--- config.mk ---
export PLATFORM = sky130hd
export DESIGN_NAME = fetch_unit
export DESIGN_NICKNAME = d
export VERILOG_FILES = /design/src/rtl/fetch_pkg.sv /design/src/rtl/fetch_fifo.sv /design/src/rtl/fetch_unit.sv
export SDC_FILE = /design/constraint.sdc
export NUM_CORES = 1
export LEC_CHECK = 0
export ABC_AREA = 1
export BUFFER_PORTS_ARGS = -buffer_cell sky130_fd_sc_hd__buf_2
export CAP_MARGIN = 20
export CORE_ASPECT_RATIO = 0.7
export CORE_MARGIN = 1.5
export CORE_UTILIZATION = 28
export CTS_CLUSTER_DIAMETER = 50
export CTS_CLUSTER_SIZE = 28
export DETAILED_ROUTE_END_ITERATION = 16
export PLACE_DENSITY_LB_ADDON = 0.05
export SLEW_MARGIN = 15
export SYNTH_ARGS = -nofsm -noshare
export SYNTH_HDL_FRONTEND = slang
export SYNTH_HIERARCHICAL = 1
export SYNTH_SLANG_ARGS = --single-unit
--- constraint.sdc ---
create_clock -name clk_i -period 5.4 [get_ports clk_i]
set_input_delay 1.08 -clock clk_i [delete_from_list [all_inputs] [get_ports clk_i]]
set_output_delay 1.08 -clock clk_i [all_outputs]
set_load 0.01 [all_outputs]
--- src/rtl/fetch_pkg.sv ---
// Shared types, constants and helpers for the decoupled instruction-fetch front end.
package fetch_pkg;
    localparam int FETCH_XLEN  = 32;
    localparam int INSTR_BYTES = 4;
    localparam logic [FETCH_XLEN-1:0] NOP_INSTR = 32'h0;

    typedef struct packed {
        logic [FETCH_XLEN-1:0] inst;
        logic [FETCH_XLEN-1:0] pc4;
    } fetch_entry_t;

    // Bits needed to hold any value 0..n inclusive; never less than one.
    function automatic int cnt_width(input int n);
        return (n < 1) ? 1 : $clog2(n + 1);
    endfunction
endpackage

--- src/rtl/fetch_fifo.sv ---
// Prefetch FIFO: DEPTH entries with push/pop/flush and a registered head that
// holds its last value when the FIFO drains or is flushed.
module fetch_fifo import fetch_pkg::*; #(
    parameter int                 WIDTH    = 64,
    parameter int                 DEPTH    = 4,
    parameter logic [WIDTH-1:0]   HEAD_RST = '0
) (
    input  logic                          clk_i,
    input  logic                          rst_i,
    input  logic                          flush_i,
    input  logic                          push_i,
    input  logic [WIDTH-1:0]              wdata_i,
    input  logic                          pop_i,
    output logic [WIDTH-1:0]              head_o,
    output logic [cnt_width(DEPTH)-1:0]   count_o,
    output logic                          empty_o
);
    localparam int CW = cnt_width(DEPTH);
    localparam int PW = $clog2(DEPTH);

    logic [WIDTH-1:0] mem_q [DEPTH];
    logic [PW-1:0]    wr_ptr_q, wr_ptr_d, rd_ptr_q, rd_ptr_d, rd_nxt;
    logic [CW-1:0]    count_q, count_d;
    logic [WIDTH-1:0] head_q, head_d;
    logic             do_push, do_pop, full;

    assign rd_nxt  = rd_ptr_q + 1'b1;
    assign full    = (count_q == CW'(DEPTH));
    assign do_push = push_i && !flush_i;
    assign do_pop  = pop_i && !flush_i && (count_q != '0);

    always_comb begin
        wr_ptr_d = wr_ptr_q;
        rd_ptr_d = rd_ptr_q;
        count_d  = count_q;
        head_d   = head_q;
        if (flush_i) begin
            wr_ptr_d = '0;
            rd_ptr_d = '0;
            count_d  = '0;
        end else begin
            if (do_push) wr_ptr_d = wr_ptr_q + 1'b1;
            if (do_pop)  rd_ptr_d = rd_nxt;
            count_d = count_q + CW'(do_push) - CW'(do_pop);
            // Head follows the next live entry; an incoming word becomes head only
            // when nothing older remains after this cycle's pop.
            if (do_pop && count_q > CW'(1))
                head_d = mem_q[rd_nxt];
            else if (do_push && (count_q == '0 || (do_pop && count_q == CW'(1))))
                head_d = wdata_i;
        end
    end

    always_ff @(posedge clk_i) begin
        if (do_push) mem_q[wr_ptr_q] <= wdata_i;
    end

    always_ff @(posedge clk_i) begin
        if (rst_i) begin
            wr_ptr_q <= '0;
            rd_ptr_q <= '0;
            count_q  <= '0;
            head_q   <= HEAD_RST;
        end else begin
            wr_ptr_q <= wr_ptr_d;
            rd_ptr_q <= rd_ptr_d;
            count_q  <= count_d;
            head_q   <= head_d;
        end
    end

    assign head_o  = head_q;
    assign count_o = count_q;
    assign empty_o = (count_q == '0);

    a_no_push_full: assert property (@(posedge clk_i) disable iff (rst_i) !(do_push && full));
endmodule

--- src/rtl/fetch_unit.sv ---
// Decoupled fetch front end: credit-limited imem requests, in-order responses into a
// prefetch FIFO, redirect with stale-response dropping. FETCH_PERF_EN adds perf counters.
module fetch_unit import fetch_pkg::*; #(
    parameter int               XLEN     = 32,
    parameter int               DEPTH    = 4,
    parameter logic [XLEN-1:0]  RESET_PC = '0
) (
    input  logic            clk_i,
    input  logic            rst_i,
    output logic            imem_req_o,
    output logic [XLEN-1:0] imem_addr_o,
    input  logic            imem_gnt_i,
    input  logic            imem_rvalid_i,
    input  logic [XLEN-1:0] imem_rdata_i,
    input  logic            redirect_i,
    input  logic [XLEN-1:0] redirect_pc_i,
    output logic            inst_valid_o,
    output logic [XLEN-1:0] inst_o,
    output logic [XLEN-1:0] inst_pc4_o,
    input  logic            inst_ready_i
`ifdef FETCH_PERF_EN
    ,
    output logic [31:0]     perf_stall_cnt_o,
    output logic [31:0]     perf_flush_cnt_o
`endif
);
    localparam int              CW   = cnt_width(DEPTH);
    localparam logic [XLEN-1:0] STEP = XLEN'(INSTR_BYTES);

    logic [XLEN-1:0]   fetch_pc_q, fetch_pc_d, resp_pc_q, resp_pc_d, target;
    logic [CW-1:0]     outst_q, outst_d, drop_q, drop_d, fifo_count;
    logic [CW:0]       inflight;
    logic [2*XLEN-1:0] fifo_head;
    logic              fifo_empty, issue, push, pop;

    assign target      = redirect_pc_i & ~XLEN'(3);
    assign inflight    = {1'b0, fifo_count} + {1'b0, outst_q};
    assign imem_req_o  = !rst_i && !redirect_i && (inflight < (CW+1)'(DEPTH));
    assign imem_addr_o = fetch_pc_q;
    assign issue       = imem_req_o && imem_gnt_i;
    assign push        = !rst_i && !redirect_i && imem_rvalid_i && (drop_q == '0);

    assign inst_valid_o = !rst_i && !fifo_empty && !redirect_i;
    assign pop          = inst_valid_o && inst_ready_i;
    assign {inst_o, inst_pc4_o} = fifo_head;

    fetch_fifo #(
        .WIDTH    (2*XLEN),
        .DEPTH    (DEPTH),
        .HEAD_RST ({XLEN'(NOP_INSTR), {XLEN{1'b0}}})
    ) u_fifo (
        .clk_i   (clk_i),
        .rst_i   (rst_i),
        .flush_i (redirect_i),
        .push_i  (push),
        .wdata_i ({imem_rdata_i, resp_pc_q + STEP}),
        .pop_i   (pop),
        .head_o  (fifo_head),
        .count_o (fifo_count),
        .empty_o (fifo_empty)
    );

    always_comb begin
        fetch_pc_d = fetch_pc_q;
        resp_pc_d  = resp_pc_q;
        outst_d    = outst_q;
        drop_d     = drop_q;
        if (redirect_i) begin
            // Everything still in flight is stale, including a response landing now.
            fetch_pc_d = target;
            resp_pc_d  = target;
            outst_d    = outst_q - CW'(imem_rvalid_i);
            drop_d     = outst_q - CW'(imem_rvalid_i);
        end else begin
            if (issue) fetch_pc_d = fetch_pc_q + STEP;
            outst_d = outst_q + CW'(issue) - CW'(imem_rvalid_i);
            if (imem_rvalid_i) begin
                if (drop_q != '0) drop_d    = drop_q - 1'b1;
                else              resp_pc_d = resp_pc_q + STEP;
            end
        end
    end

    always_ff @(posedge clk_i) begin
        if (rst_i) begin
            fetch_pc_q <= RESET_PC;
            resp_pc_q  <= RESET_PC;
            outst_q    <= '0;
            drop_q     <= '0;
        end else begin
            fetch_pc_q <= fetch_pc_d;
            resp_pc_q  <= resp_pc_d;
            outst_q    <= outst_d;
            drop_q     <= drop_d;
        end
    end

    // A response with nothing in flight means memory did not observe our reset.
    a_rvalid_has_req: assert property (@(posedge clk_i) disable iff (rst_i)
        imem_rvalid_i |-> (outst_q != '0));

`ifdef FETCH_PERF_EN
    logic [31:0] perf_stall_q, perf_flush_q;

    always_ff @(posedge clk_i) begin
        if (rst_i) begin
            perf_stall_q <= '0;
            perf_flush_q <= '0;
        end else begin
            if (inst_valid_o && !inst_ready_i && perf_stall_q != '1)
                perf_stall_q <= perf_stall_q + 32'd1;
            if (redirect_i && perf_flush_q != '1)
                perf_flush_q <= perf_flush_q + 32'd1;
        end
    end

    assign perf_stall_cnt_o = perf_stall_q;
    assign perf_flush_cnt_o = perf_flush_q;
`endif
endmodule

==> impl_metrics.yaml, run 1 <==
clock_network:
  cts_max_path_buffers: 3
  cts_tree: "yes"
  ctsResizeCount: 0
  cts.sinks: 393
  cts-root-buf: "clkbuf_16"
  cts_buffers: 44
  cts_max_level: 2
  hold_buffers: 0
  path_clk_slew_ns: 0.08
  postCtsSetupBuffers: 0
  clock_latency_ns: 0.59
critical_path:
  criticalPathCategory: "in -> reg"
  worstSetupStartpoint: "rst_i"
  arrival_ns: 3.61
  r2r_end: "outst_q[2]"
  r2r_start: "outst_q[2]"
  r2r_cells: 12
  endpoint: "u_fifo/head_o[24]"
  cp-end-kind: "register"
  start_kind: "input port"
  worst-endpoint-required_ns: 5.84
  r2r_slack_ns: 2.62
  crit_fanout: 64
floorplan:
  die-area_mm2: 0.0661
  core_area_mm2: 0.0635
  die_h_um: 216
  num_rows: 77
  pin_count: 168
  die_w_um: 307
  start_util_pct: 28.5
global_route:
  grt_pass1_vias: 13700
  grt_antenna_before_repair: 1
  grt_max_degree: 66
  grt_pass1_wl_mm: 86.7
  grt.total_usage_pct: 17.2
  grt-ovfl-total: 0
yosys:
  syn_area_per_cell_um2: 8.78
  synth-adder-area-share_pct: 1.40
  synthTopCellsByArea: "edfxtp_1, dfxtp_1, nand2_1"
  yosysWarnings: 6
  synth_edf_count: 256
  synthTopCellsByCount: "nand2_1, edfxtp_1, inv_1, a21oi_1, nor2_1"
  synth.area.mux_share_pct: 0
  yosysMostFrequentCell: "nand2_1"
  ys_ff_latch: 393
  ys_types: 44
  mappedNetlistArea_mm2: 0.0181
  synth_xor_area_share_pct: 1.31
  synth_top_area_share_pct: 42.5
  synth_top_family_by_area: "simple AND/OR/NAND/NOR gates"
  synth_compound_area_share_pct: 9.15
  synthCells: 2057
  synthArstFlopShare_pct: 0
  synthFlopType: "edfxtp_1"
  yosys.area.top_type: "edfxtp_1"
  synth_seq_area_share_pct: 57.7
  synth-simple-area-share_pct: 22.4
placed_design:
  place.gp.congestion: 0.871
  numPortBuffers: 163
  dp_hpwl_mm: 34.2
  place_inst: 3000
timing:
  tightest_slew_ns: 1.10
  report.final.slew_viol_count: 0
  timing.final.crit_period_ns: 3.17
  finalSetupViolCount: 0
  timing.final.crit_share_pct: 58.7
  rsz0062_at_grt: "false"
  fmax_mhz: 315
  finalSetupTns_ns: 0
  relSlewSlack_pct: 26.8
  hold_viol: 0
  finalClockSkew_ns: 0.0244
detailed_routing:
  drt-initial-drc-count: 867
  drt-total-wl_mm: 56.6
  wire_per_inst_um: 18.4
  ant_nets: 0
  drc: 0
  vias: 14000
  dr.pass1.iters: 4
  routed_via_density: 4.53
power_and_ir_drop:
  swShare_pct: 26.5
  switchingPower_w: 0.00186
  pwr-share-seq_pct: 47.6
  vdd_ir_drop_max_uv: 150
  power.clock.fraction_pct: 46.2
  p_leak_nw: 8.67
  power_w: 0.00700
  powerDensity_mw_per_mm2: 327
  p_int_w: 0.00514
  p_comb_share_pct: 6.2
flow_run:
  maxCapViolCount: 0
finish:
  n_antenna_cell: 0
  syn_to_final_growth_pct: 18.5
  instances_no_fill: 3083
  layout-drive-gt1-share_pct: 15.2
  fillers: 6614
  nets: 2307
min_path:
  min_path_type: "reg -> reg"
status:
  outcome: "finished, final reports clean"
==> routing by layer <==
metal / track usage (%) / up-vias / share of wire (%)
li1: - / 6994 / -
met1: 25.9 / 6665 / 52
met2: 25.7 / 244 / 42
met3: 3.12 / 54 / 4.5
met4: 3.12 / 0 / 1.2
met5: 0 / - / 0
==> per-stage QoR <==
| stage | worst slack [ns] | util [%] | area [um2] | hold slack, ns |
|---|---|---|---|---|
| after floorplan | 0.245 | - | 18100 | 0.453 |
| after global placement | 1.52 | 31.2 | 19800 | 0.452 |
| after detailed placement | 1.52 | 31.3 | 19800 | 0.456 |
| after CTS | 2.15 | 33.7 | 21400 | 0.467 |
| after global routing | 1.98 | 33.7 | 21400 | 0.484 |
| final | 2.23 | 33.7 | 21400 | 0.465 |
==> placed cells by master, fill, tap and decap left out, types with 5 or more instances in the layout <==
cell type and n:
inv_2 6, a22oi_1 25, a21oi_2 10, nand4_1 5
inv_1 243, a21oi_1 160, dfxtp_1 137, xor2_1 22
xnor2_1 5, nor2_2 5, nor2_4 11, clkinv_8 7
buf_4 23, buf_12 7, nor3_1 15, a31oi_1 16
inv_8 12, nand3_1 102, nand2_2 17, buf_2 162
nor2_1 147, inv_6 7, edfxtp_1 256, ha_1 17
o21ai_1 37, o21ai_0 48, nand2_4 5, clkbuf_16 45
nand2_1 640, and2_1 5, conb_1 12, clkinv_2 5
==> critical path, stage by stage <==
cell	delay, ns
buf_4	0.30
nor2_8	0.10
inv_1	0.23
nor2_1	0.08
buf_4	0.21
nand2_4	0.20
nor2_4	0.07
nand2_4	0.07
buf_4	0.75
o21ai_1	0.10
nand2_1	0.25
a21oi_1	0.09
==> worst min path at each step <==
| stage | startpoint | to | slack (ns) | cells after the start |
|---|---|---|---|---|
| 6_report | u_fifo/head_o[33] | u_fifo/head_o[33] | 0.47 | 2 |
| 5_1_grt | u_fifo/head_o[21] | u_fifo/head_o[21] | 0.48 | 2 |
| 4_1_cts | u_fifo/head_o[21] | u_fifo/head_o[21] | 0.47 | 2 |
| 3_5_place_dp | u_fifo/head_o[21] | u_fifo/head_o[21] | 0.46 | 2 |
| 3_3_place_gp | u_fifo/head_o[63] | u_fifo/head_o[63] | 0.45 | 2 |
| 2_1_floorplan | drop_q[1] | drop_q[1] | 0.45 | 2 |
==> final cells by class <==
type | count | area, um2 | share of cell area, %
Inverter | 255 | 963 | 4.50
Multi-Input combinational cell | 1330 | 6260 | 29.3
Clock inverter | 35 | 412 | 1.92
Tap cell | 829 | 1040 | 4.84
Sequential cell | 393 | 10400 | 48.7
Timing Repair Buffer | 194 | 1170 | 5.44
Clock buffer | 47 | 1140 | 5.34
==> flip-flops by register name, summed over array words and instances, names as in the netlist <==
| signal | flops |
|---|---|
| u_fifo/head_o | 64 |
| imem_addr_o | 30 |
| u_fifo/count_o | 3 |
| outst_q | 3 |
| u_fifo/mem_q | 256 |
| u_fifo/rd_ptr_q | 2 |
| u_fifo/wr_ptr_q | 2 |
| resp_pc_q | 30 |
| drop_q | 3 |
==> kinds of logic after synthesis <==
group                    Yosys count
buffers and inverters            345
AO/OA/AOI/OAI                    303
flip-flops                       393
adder cells (fa/ha/maj)           19
AND/OR/NAND/NOR                  969
other                              1
XOR/XNOR                          27
==> power groups by stage <==
stage          combinational, W  clock (W)  sequential, W
2_1_floorplan          0.000257          0        0.00339
3_3_place_gp           0.000438          0        0.00340
3_5_place_dp           0.000444          0        0.00340
4_1_cts                0.000445    0.00334        0.00333
5_1_grt                0.000499    0.00346        0.00334
6_report               0.000437    0.00323        0.00333
Power figures use the tool's default switching activity.
==> run 2, diff against run 1 <==
==> constraint.sdc (replaced) <==
create_clock -name clk_i -period 2.91 [get_ports clk_i]
set_input_delay 0.582 -clock clk_i [delete_from_list [all_inputs] [get_ports clk_i]]
set_output_delay 0.582 -clock clk_i [all_outputs]
set_load 0.01 [all_outputs]
==> run 2 against run 1 <==
Compared with the run above: clock power grew 90%; global-route usage about the same; setup slack worse by 1.8 ns; critical path depth rose by 4; largest cell class unchanged; first-iteration DRC count is 16% higher; clock skew rose by 0.0076 ns; highest routed layer is now met5; critical endpoint is now u_fifo/count_o[1]; count of clock-buffer cells in the layout is 6 higher.
==> impl_metrics.yaml, run 2 (same netlist as run 1, synthesis figures left out) <==
floorplan:
  die_w_um: 307
  core_area_mm2: 0.0635
  pin_count: 168
  die_h_um: 216
  num_rows: 77
  start_util_pct: 28.5
  die-area_mm2: 0.0661
flow_run:
  maxCapViolCount: 0
clock_network:
  cts.sinks: 393
  hold_buffers: 0
  path_clk_slew_ns: 0.08
  cts-root-buf: "clkbuf_16"
  clock_latency_ns: 0.59
  postCtsSetupBuffers: 0
  cts_buffers: 47
  cts_tree: "yes"
  cts_max_path_buffers: 3
  cts_max_level: 2
  ctsResizeCount: 0
detailed_routing:
  ant_nets: 0
  dr.pass1.iters: 5
  drt-initial-drc-count: 1002
  drt-total-wl_mm: 56.8
  routed_via_density: 4.53
  vias: 14100
  drc: 0
  wire_per_inst_um: 18.2
finish:
  largest_reg_flops: 256
  syn_to_final_growth_pct: 20.6
  top_register: "u_fifo/mem_q"
  layout-drive-gt1-share_pct: 16.2
  multiInputGateArea_mm2: 0.00626
  fillers: 6574
  n_antenna_cell: 0
  final_common_cell: "nand2_1"
  nets: 2334
  final_cell_mix: "nand2_1, edfxtp_1, inv_1"
  seq_area_mm2: 0.0104
  final_core_util_pct: 34.3
critical_path:
  criticalPathCategory: "reg -> reg"
  worst-endpoint-required_ns: 3.41
  arrival_ns: 3.00
  start_kind: "register"
  cp-end-kind: "register"
  crit_fanout: 5
placed_design:
  place.gp.congestion: 0.860
  dp_hpwl_mm: 35.7
  numPortBuffers: 163
power_and_ir_drop:
  p_int_w: 0.00982
  power.clock.fraction_pct: 46.7
  powerDensity_mw_per_mm2: 604
  switchingPower_w: 0.00334
  pwr-share-seq_pct: 47.0
  p_comb_share_pct: 6.3
  p_leak_nw: 8.85
  swShare_pct: 25.4
  power_w: 0.0132
  vdd_ir_drop_max_uv: 348
global_route:
  grt.total_usage_pct: 17.2
  grt-ovfl-total: 0
  grt_pass1_wl_mm: 86.5
  grt_max_degree: 93
  grt_pass1_vias: 13700
  grt_antenna_before_repair: 1
timing:
  finalSetupTns_ns: 0
  finalClockSkew_ns: 0.0320
  timing.final.crit_share_pct: 86.0
  tightest_slew_ns: 1.03
  report.final.slew_viol_count: 0
  rsz0062_at_grt: "false"
  timing.final.crit_period_ns: 2.50
  finalSetupViolCount: 0
  hold_viol: 0
  fmax_mhz: 399
  relSlewSlack_pct: 31.2
min_path:
  min_path_type: "in -> reg"
status:
  outcome: "finished, final reports clean"
run 2: metal layers:
metal	global-route usage [%]	routed length, um	up-vias
met4	3.70	818	2
li1	-	-	7046
met5	0	12	-
met1	25.7	29100	6712
met3	3.01	2650	62
met2	25.7	24200	276
run 2: through the flow:
stage	setup WS [ns]	hold WS [ns]	instances	cell area, um2
2_1_floorplan	-0.687	0.453	2068	18100
3_3_place_gp	0.179	0.453	3024	20100
3_5_place_dp	0.190	0.452	3025	20200
4_1_cts	0.370	0.177	3112	21800
5_1_grt	0.209	0.192	3112	21800
6_report	0.406	0.222	3112	21800
run 2: layout make-up:
class,count,share of cell area (%)
Multi-Input combinational cell,1330,28.8
Clock buffer,53,5.74
Timing Repair Buffer,218,6.78
Inverter,255,4.42
Clock inverter,34,1.65
Tap cell,829,4.76
Sequential cell,393,47.9
run 2: worst paths after layout:
| check | startpoint | endpoint | slack (ns) | cells after the start |
|---|---|---|---|---|
| worst max-delay path | u_fifo/count_o[1] | u_fifo/count_o[1] | 0.41 | 16 |
| worst max register to register | u_fifo/count_o[1] | u_fifo/count_o[1] | 0.41 | 16 |
| worst min register to register | u_fifo/head_o[28] | u_fifo/head_o[28] | 0.46 | 2 |
| worst min-delay path | imem_rdata_i[8] | u_fifo/mem_q[3][40] | 0.22 | 1 |
run 2: critical path: stages (launching register included):
cell and delay [ns]:
dfxtp_1 0.38, inv_1 0.10, nand2_2 0.13, inv_1 0.05
nand2_1 0.07, inv_1 0.06, nor3b_1 0.25, inv_1 0.06
nor2_1 0.16, nand2_1 0.11, buf_4 0.16, nand2_1 0.05
o21ai_0 0.09, ha_1 0.20, inv_1 0.06, fa_1 0.40
nor2_1 0.11
run 2: power by group through the flow:
stage          clock [W]  combinational, W  sequential [W]
6_report         0.00614          0.000834         0.00618
4_1_cts          0.00638          0.000853         0.00618
3_5_place_dp           0          0.000850         0.00630
5_1_grt          0.00658          0.000950         0.00619
2_1_floorplan          0          0.000478         0.00629
3_3_place_gp           0          0.000841         0.00630
==> run 3, diff against run 2 <==
--- a/config.mk
+++ b/config.mk
@@ -8,7 +8,6 @@
 export ABC_AREA = 1
 export BUFFER_PORTS_ARGS = -buffer_cell sky130_fd_sc_hd__buf_2
 export CAP_MARGIN = 20
-export CORE_ASPECT_RATIO = 0.7
 export CORE_MARGIN = 1.5
 export CORE_UTILIZATION = 28
 export CTS_CLUSTER_DIAMETER = 50
@@ -18,5 +17,4 @@
 export SLEW_MARGIN = 15
 export SYNTH_ARGS = -nofsm -noshare
 export SYNTH_HDL_FRONTEND = slang
-export SYNTH_HIERARCHICAL = 1
 export SYNTH_SLANG_ARGS = --single-unit
==> run 3 against run 2 <==
Compared with the run above: routed wire length fell by 3.2%; cell count fell by 6.9%; register-to-register slack got worse by 0.12 ns; global-route usage rose by 0.47 points; sequential share of layout area rose by 0.45 points; hold slack got worse by 0.012 ns; power rose by 6.1%; setup slack got worse by 0.12 ns; combinational power rose by 2%; flip-flop and latch count fell by 10; critical path type unchanged.
==> impl_metrics.yaml, run 3 <==
finish:
  final_cell_mix: "nand2_1, nor2_1, edfxtp_1"
  seq_area_mm2: 0.0101
  syn_to_final_growth_pct: 23.0
  layout-drive-gt1-share_pct: 15.7
  final_cell_area_mm2: 0.0210
  fillers: 6357
  final_core_util_pct: 34.8
  final_common_cell: "nand2_1"
  nets: 2158
  top_register: "u_fifo.mem_q"
  n_antenna_cell: 0
  largest_reg_flops: 248
  multiInputGateArea_mm2: 0.00619
floorplan:
  die_h_um: 250
  die-area_mm2: 0.0625
  start_util_pct: 28.3
  num_rows: 90
  pin_count: 168
  die_w_um: 250
  core_area_mm2: 0.0604
yosys:
  synthTopCellsByArea: "edfxtp_1, dfxtp_1, nand2_1"
  ys_ff_latch: 383
  synthFlopType: "edfxtp_1"
  ys_types: 37
  synthCells: 1889
  yosys.area.top_type: "edfxtp_1"
  synthArstFlopShare_pct: 0
  synth_edf_count: 248
  yosysWarnings: 0
  syn_area_per_cell_um2: 9.04
  yosysMostFrequentCell: "nand2_1"
  synth_seq_area_share_pct: 59.5
  synthTopCellsByCount: "nand2_1, nor2_1, edfxtp_1, dfxtp_1, o21ai_0"
  synth_top_area_share_pct: 43.6
  mappedNetlistArea_mm2: 0.0171
critical_path:
  worst-endpoint-required_ns: 3.36
  cp-end-kind: "register"
  r2r_cells: 14
  start_kind: "register"
  arrival_ns: 3.07
  crit_fanout: 4
  criticalPathCategory: "reg -> reg"
clock_network:
  clock_latency_ns: 0.61
  postCtsSetupBuffers: 0
  hold_buffers: 0
  path_clk_slew_ns: 0.06
  cts_max_level: 2
  cts-root-buf: "clkbuf_16"
  cts_tree: "yes"
  cts.sinks: 383
  cts_max_path_buffers: 3
  ctsResizeCount: 0
  cts_buffers: 54
timing:
  timing.final.crit_period_ns: 2.62
  finalClockSkew_ns: 0.0207
  setup_ws_ns: 0.286
  hold_viol: 0
  relSlewSlack_pct: 49.9
  tightest_slew_ns: 0.752
  finalSetupViolCount: 0
  report.final.slew_viol_count: 0
  rsz0062_at_grt: "false"
  finalSetupTns_ns: 0
  fmax_mhz: 381
  timing.final.crit_share_pct: 90.2
detailed_routing:
  wire_per_inst_um: 19.0
  drt-total-wl_mm: 54.9
  drc: 0
  dr.pass1.iters: 5
  vias: 13500
  routed_via_density: 4.66
  drt-initial-drc-count: 644
  ant_nets: 0
placed_design:
  numPortBuffers: 161
  place_ws_ns: 0.194
  placed_cell_area_mm2: 0.0190
  place.gp.congestion: 0.872
  dp_hpwl_mm: 35.6
power_and_ir_drop:
  power_w: 0.0140
  vdd_ir_drop_max_uv: 448
  powerDensity_mw_per_mm2: 665
  p_leak_nw: 8.47
global_route:
  grt_antenna_before_repair: 2
  grt_pass1_vias: 13400
  grt.total_usage_pct: 17.7
  grt_pass1_wl_mm: 83.8
  grt-ovfl-total: 0
  grt_max_degree: 73
min_path:
  min_path_type: "in -> reg"
  hold_depth: 1
flow_run:
  maxCapViolCount: 0
status:
  outcome: "finished, final reports clean"
==> run 3: cell types whose count changed after synthesis, moves of 35 or more <==
cell and change:
o21ai_1 -35, nand3_1 -60, o21ai_0 +69, inv_1 -160, a21oi_1 -79, nor2_1 +115
a22o_1 +42
==> run 3: critical path, stage by stage, from the launching register on <==
cell and delay, ns:
dfxtp_1 0.41, ha_1 0.26, nand3_1 0.08, nand2_1 0.09, nor2_4 0.12, nand2_4 0.05
ha_1 0.26, inv_1 0.04, ha_1 0.18, fa_1 0.38, xor2_1 0.14, inv_1 0.06
or2_2 0.26, nand3_1 0.07, a21oi_1 0.06
==> run 3: layer usage <==
| metal | track usage [%] | vias up | wire length, um |
|---|---|---|---|
| li1 | - | 6692 | - |
| met1 | 23.9 | 6495 | 26100 |
| met2 | 29.1 | 244 | 25700 |
| met3 | 3.01 | 63 | 2090 |
| met4 | 4.74 | 2 | 1080 |
| met5 | 0 | - | 13 |
==> run 3: path summary, 6_finish.rpt <==
path                          start                   to  slack (ns)
setup reg to reg  u_fifo.count_o[1]           outst_q[2]        0.29
hold reg to reg   u_fifo.head_o[47]    u_fifo.head_o[47]        0.50
setup / recovery  u_fifo.count_o[1]           outst_q[2]        0.29
hold / removal     imem_rdata_i[31]  u_fifo.mem_q[2][63]        0.21
==> run 3: cell families (layout without fill, tap and decap cells) <==
group,count (synthesis),in the layout,synth area share [%]
AO/OA/AOI/OAI,311,311,10.9
buffers and inverters,182,404,4.60
adder cells (fa/ha/maj),20,20,1.55
AND/OR/NAND/NOR,969,969,22.3
other,1,4,0.0220
flip-flops,383,383,59.5
XOR/XNOR,23,23,1.18
==> run 3: area by class of cell <==
cell class,instances,area share (%)
flip-flops and latches,383,48.3
multi-input cells,1327,29.5
clock buffers,62,6.72
repair buffers,210,6.60
well taps,782,4.66
clock inverters,40,2.57
inverters,92,1.66
==> run 3: per-stage QoR <==
step,instances,hold slack [ns]
2_1_floorplan,1892,0.485
3_3_place_gp,2794,0.490
3_5_place_dp,2794,0.493
4_1_cts,2896,0.174
5_1_grt,2896,0.184
6_report,2896,0.210
==> run 3: report_power, final <==
group          switching, W  internal, W  total (W)
combinational      0.000559     0.000291   0.000849
sequential         0.000119      0.00594    0.00606
clock               0.00270      0.00435    0.00705
total               0.00338       0.0106     0.0140
